===== config.mk =====
export PLATFORM = sky130hd
export DESIGN_NAME = hbus_responder
export DESIGN_NICKNAME = d
export VERILOG_FILES = /design/src/rtl/hbus_responder.sv
export SDC_FILE = /design/constraint.sdc
export NUM_CORES = 2
export LEC_CHECK = 0
export CORE_MARGIN = 2
export CORE_UTILIZATION = 62
export DETAILED_ROUTE_END_ITERATION = 10
export PLACE_DENSITY = 0.78
export SYNTH_ARGS = -nofsm -noshare
export SYNTH_HDL_FRONTEND = slang
export SYNTH_SLANG_ARGS = --single-unit

===== constraint.sdc =====
create_clock -name sys_clk -period 3.7 [get_ports sys_clk]
set_input_delay 0.37 -clock sys_clk [delete_from_list [all_inputs] [get_ports sys_clk]]
set_output_delay 0.37 -clock sys_clk [all_outputs]
set_load 0.03 [all_outputs]

===== src/rtl/hbus_responder.sv =====
// On-chip stand-in for the SDRAM controller host port: same busy/req handshake, backed by a small word RAM.
// Optional refresh emulation is built when HBUS_RESP_REFRESH_EN is defined.
//
// state      | meaning
// -----------+------------------------------------------------------------
// ST_INIT    | post-reset wait, busy for INIT_CYCLES cycles
// ST_IDLE    | busy low, a command may be accepted
// ST_WRITE   | write stored at accept, busy for WRITE_LAT cycles
// ST_READ    | read in flight, data and strobe on the last cycle
// ST_REFRESH | (refresh build only) busy for 4 cycles
module hbus_responder #(
   parameter int MEM_AW      = 8,
   parameter int READ_LAT    = 3,
   parameter int WRITE_LAT   = 1,
   parameter int INIT_CYCLES = 16
) (
   input  logic        sys_clk,
   input  logic        rst_n,
   input  logic [23:0] haddr,
   input  logic        hrw,
   input  logic        hrw_req,
   input  logic [15:0] hdata_in,
   output logic        busy,
   output logic [15:0] hdata_out,
   output logic        hdata_out_valid
);

   localparam int CNT_W = $clog2(INIT_CYCLES + 16);

`ifdef HBUS_RESP_REFRESH_EN
   typedef enum logic [2:0] {ST_INIT, ST_IDLE, ST_WRITE, ST_READ, ST_REFRESH} state_t;
`else
   typedef enum logic [2:0] {ST_INIT, ST_IDLE, ST_WRITE, ST_READ} state_t;
`endif

   state_t              state_q, state_d;
   logic [CNT_W-1:0]    cnt_q, cnt_d;
   logic [MEM_AW-1:0]   addr_q, addr_d;
   logic                busy_q, busy_d;
   logic                valid_q, valid_d;
   logic [15:0]         rdata_q, rdata_d;
   logic                accept;
   logic                rd_done;
   logic                mem_we;
   logic [15:0]         mem [2**MEM_AW];

   // Upper host address bits alias onto the small RAM.
   logic haddr_unused;
   assign haddr_unused = ^haddr[23:MEM_AW];

`ifdef HBUS_RESP_REFRESH_EN
   logic [5:0] ref_cnt_q, ref_cnt_d;
   logic       ref_pend_q, ref_pend_d;
   logic       ref_due;
   logic       ref_start;

   assign ref_due   = (state_q != ST_INIT) && (ref_cnt_q == 6'd63);
   assign ref_start = (state_q == ST_IDLE) && ref_pend_q;
   assign ref_cnt_d = (state_q == ST_INIT) ? 6'd0 : ref_cnt_q + 6'd1;
   assign ref_pend_d = (ref_pend_q && !ref_start) || ref_due;
   assign accept    = hrw_req && (state_q == ST_IDLE) && !ref_pend_q;

   always_ff @(posedge sys_clk or negedge rst_n) begin
      if (!rst_n) begin
         ref_cnt_q  <= '0;
         ref_pend_q <= 1'b0;
      end else begin
         ref_cnt_q  <= ref_cnt_d;
         ref_pend_q <= ref_pend_d;
      end
   end
`else
   assign accept = hrw_req && (state_q == ST_IDLE);
`endif

   always_ff @(posedge sys_clk or negedge rst_n) begin
      if (!rst_n) begin
         state_q <= ST_INIT;
         cnt_q   <= '0;
         addr_q  <= '0;
         busy_q  <= 1'b1;
         valid_q <= 1'b0;
         rdata_q <= 16'h0000;
      end else begin
         state_q <= state_d;
         cnt_q   <= cnt_d;
         addr_q  <= addr_d;
         busy_q  <= busy_d;
         valid_q <= valid_d;
         rdata_q <= rdata_d;
      end
   end

   always_comb begin
      state_d = state_q;
      cnt_d   = cnt_q;
      addr_d  = addr_q;
      case (state_q)
         ST_INIT: begin
            // Counts up from the reset value of zero to the terminal count.
            if (cnt_q == CNT_W'(INIT_CYCLES - 1)) begin
               state_d = ST_IDLE;
               cnt_d   = '0;
            end else begin
               cnt_d = cnt_q + 1'b1;
            end
         end
         ST_IDLE: begin
`ifdef HBUS_RESP_REFRESH_EN
            if (ref_pend_q) begin
               state_d = ST_REFRESH;
               cnt_d   = CNT_W'(3);
            end else
`endif
            if (accept) begin
               addr_d  = haddr[MEM_AW-1:0];
               state_d = hrw ? ST_WRITE : ST_READ;
               cnt_d   = hrw ? CNT_W'(WRITE_LAT - 1) : CNT_W'(READ_LAT - 1);
            end
         end
         default: begin
            if (cnt_q == '0) begin
               state_d = ST_IDLE;
            end else begin
               cnt_d = cnt_q - 1'b1;
            end
         end
      endcase
   end

   always_comb begin
      busy_d  = (state_d != ST_IDLE);
      rd_done = (state_q == ST_READ) && (cnt_q == '0);
      valid_d = rd_done;
      rdata_d = rd_done ? mem[addr_q] : rdata_q;
      mem_we  = accept && hrw;
   end

   // RAM has no reset so contents survive a reset pulse.
   always_ff @(posedge sys_clk) begin
      if (mem_we) begin
         mem[haddr[MEM_AW-1:0]] <= hdata_in;
      end
   end

   assign busy            = busy_q;
   assign hdata_out       = rdata_q;
   assign hdata_out_valid = valid_q;

endmodule


==> out/metrics.yaml <==
run_status:
  status: "complete, but fails checks"
  violations: "capacitance limit, setup timing"
clocking:
  root_buffer: "clkbuf_16"
  clk_transition_reported_paths_ns: 0.06
  htree_levels: 5
  cts_buffer_depth: 4
  numClockSinks: 4130
  tritoncts: "yes"
  numCtsBuffers: 406
  clock_latency_ns: 1.02
yosys:
  ys.flop_type: "edfxtp_1"
  synth_common_cells: "edfxtp_1 (4,096), mux4_2 (752), mux2i_1 (600)"
  synth_warnings: 0
  synth_edf_count: 4096
  ys_ff_latch: 4130
  yosysMostFrequentCell: "edfxtp_1"
  async_flop_share: 0.008232
  ys_top_cells_by_area: "edfxtp_1 (78%), mux4_2 (11%), mux2i_1 (3.8%), nor2_1 (0.81%), o22ai_1 (0.78%)"
  synth_top_area_frac: 0.7753
  yosys.area.top_type: "edfxtp_1"
  ys_types: 66
  syn-cell-area_um2: 158600
  avgSynthCellArea_um2: 20.98
  syn_nets: 7607
  synth_cells: 7560
  seq_area_frac_synth: 0.7807
setup_path:
  cp.required_ns: 4.66
  cp_slowest_stage_delay_ns: 0.77
  r2r_slack_ns: -0.12
  r2r-start: "addr_q[4]"
  r2r-end: "hdata_out[8]"
  critPathCapture: "hdata_out[8]"
  crit_slowest_cell: "nor4_1"
  critPathArrivalTime_ns: 4.79
  path_cells: "buf_12 > inv_8 > buf_4 > mux2i_1 > o21ai_0 > nand2_1 > nor4_1 > buf_4 > a221o_1"
  crit_fanout: 35
  cpMostUsedCell: "buf_4"
  crit_path_end_kind: "flop"
  cp-startpoint: "addr_q[4]"
  start_kind: "flop"
  r2r_cells: 9
  crit_type: "reg -> reg"
grt:
  met1_usage: 0.4545
  grt_max_degree: 127
  grt_use_total: 0.3414
  grt.overflow.total: 0
  met3_usage: 0.09447
  busiest_layer: "met2"
  grt_use_met2: 0.5184
  grt_pass1_vias: 84820
  grt_pass1_wl_mm: 622.0
  antenna_found_initial: 22
place:
  gp_congestion: 0.9279
  dp_hpwl_mm: 255.6
  numPlacedInstances: 11240
  io_buffers: 45
  dp_slack_ns: -0.6452
layout:
  final_nets: 8338
  drive_above_1_share: 0.2436
  fin_util: 0.7099
  area_growth_pct: 13.84
  stdcell_count: 11990
sta:
  min_period_ns: 3.824
  hold_viol: 0
  worstMarginPinSlew_ns: 1.474
  slew_headroom: 0.006957
  finalSetupViolCount: 4
  fmax_mhz: 261.5
  fin_crit_sh: 1.034
  final.setup.tns_ns: -0.2566
  setup_slack_ns: -0.1242
  finClkSkew_ns: 0.08499
  worst_hold_slack_ns: 0.02230
  maxSlewViolCount: 0
routing:
  drtIter0Drc: 15130
  drc: 0
  vias_per_cell: 7.132
  first_pass_iters: 6
  vias: 85520
  wirelength_mm: 440.8
  routedWlPerCell_um: 36.76
  antenna_left: 0
power_and_ir_drop:
  p_leak_nw: 57.70
  power_density_nw_per_um2: 709.3
  ir_drop_mv: 0.5540
floorplan:
  core_area_um2: 254400
  initial_utilization: 0.6236
  die_w_um: 509.8
  die_area_um2: 259900
  std_cell_rows: 185
  fp.dieH_um: 509.8
  pin_count: 62
job:
  cap_violations: 1
worst_hold_path:
  hp-class: "in -> reg"
-- how the worst min path moves through the flow --
| stage | depth (start not counted) | from | end | slack, ns |
|---|---|---|---|---|
| 6_report | 1 | hdata_in[8] | mem[164][8] | 0.02 |
| 5_1_grt | 1 | hdata_in[3] | mem[177][3] | 0.03 |
| 4_1_cts | 1 | hdata_in[3] | mem[214][3] | 0.0008 |
| 3_5_place_dp | 1 | rst_n | cnt_q[0] | 0.29 |
| 3_3_place_gp | 1 | rst_n | cnt_q[1] | 0.29 |
| 2_1_floorplan | 0 | rst_n | addr_q[0] | 0.07 |
-- state kept, by name (all words and copies together), names as in the netlist --
signal,cells
hdata_out_valid,1
addr_q,8
state_q,3
hdata_out,16
mem,4096
busy,1
cnt_q,5
-- worst max-delay path, delay by kind of cell (launching register included) --
| family | cells | cell delay [ns] |
|---|---|---|
| DFF | 1 | 0.53 |
| AOI/OAI and AO/OA | 2 | 0.85 |
| muxes | 1 | 0.10 |
| and+or+nand+nor | 2 | 1.01 |
| buffers and inverters | 4 | 1.18 |
-- repair_timing --
action                     CTS  global route
buffers inserted             0             2
setup endpoints to repair    3            12
gates resized for setup      9            14
hold buffers                 8             0
cloned                       0             0
hold endpoints to repair   159             0
-- power breakdown --
group / switching [mW] / internal (mW)
Clock: 17.2 / 22.8
Combinational: 21.9 / 14.2
Sequential: 0.484 / 51.6
Total: 39.5 / 88.6
-- placed cells by master, fill, tap and decap left out, types with 17 or more instances in the layout --
| cell type | instances |
|---|---|
| a2111oi_0 | 30 |
| o21ai_0 | 107 |
| nor3_1 | 30 |
| o221ai_1 | 94 |
| mux4_2 | 752 |
| clkinv_1 | 99 |
| a22oi_1 | 84 |
| a221oi_1 | 55 |
| buf_4 | 616 |
| nand3_1 | 30 |
| clkbuf_1 | 81 |
| a211oi_1 | 109 |
| dfrtp_1 | 29 |
| nand4_1 | 19 |
| clkbuf_8 | 17 |
| a21oi_1 | 102 |
| nor2_1 | 336 |
| edfxtp_1 | 4096 |
| clkinvlp_4 | 17 |
| bufinv_16 | 36 |
| mux2i_1 | 600 |
| o22ai_1 | 199 |
| clkinv_2 | 66 |
| and2_1 | 21 |
| buf_12 | 99 |
| clkbuf_16 | 409 |
| diode_2 | 17 |
| nand2_1 | 209 |
| clkdlybuf4s50_1 | 28 |
-- kinds of logic after synthesis --
family / Yosys count / synth area share
AOI/OAI and AO/OA: 890 / 0.03908
and+or+nand+nor: 716 / 0.01937
DFF: 4130 / 0.7807
muxes: 1366 / 0.1456
buffers and inverters: 455 / 0.01502
adders and majority gates: 3 / 0.0002366
-- per-layer routing --
metal	share of wire	up-vias
li1	-	33180
met1	0.33	43530
met2	0.46	7466
met3	0.14	1331
met4	0.066	14
met5	0.00023	-
-- metrics by stage --
stage          total power, mW  area [um^2]
2_1_floorplan            73.69       158600
3_3_place_gp             86.92       167700
3_5_place_dp             87.54       167700
4_1_cts                  127.3       180500
5_1_grt                  130.7       180600
6_report                 128.1       180600
-- cell type report --
class                      count  area [um^2]
multi-input combinational   2975        32580
tap                         3366         4212
fill                       13810        73790
clock buffer                 493        10580
sequential                  4130       123900
timing repair buffer         768         7194
clock inverter               232         2072
inverter                      10        52.55
antenna                       17        42.54
(Power assumes the default switching activity.)
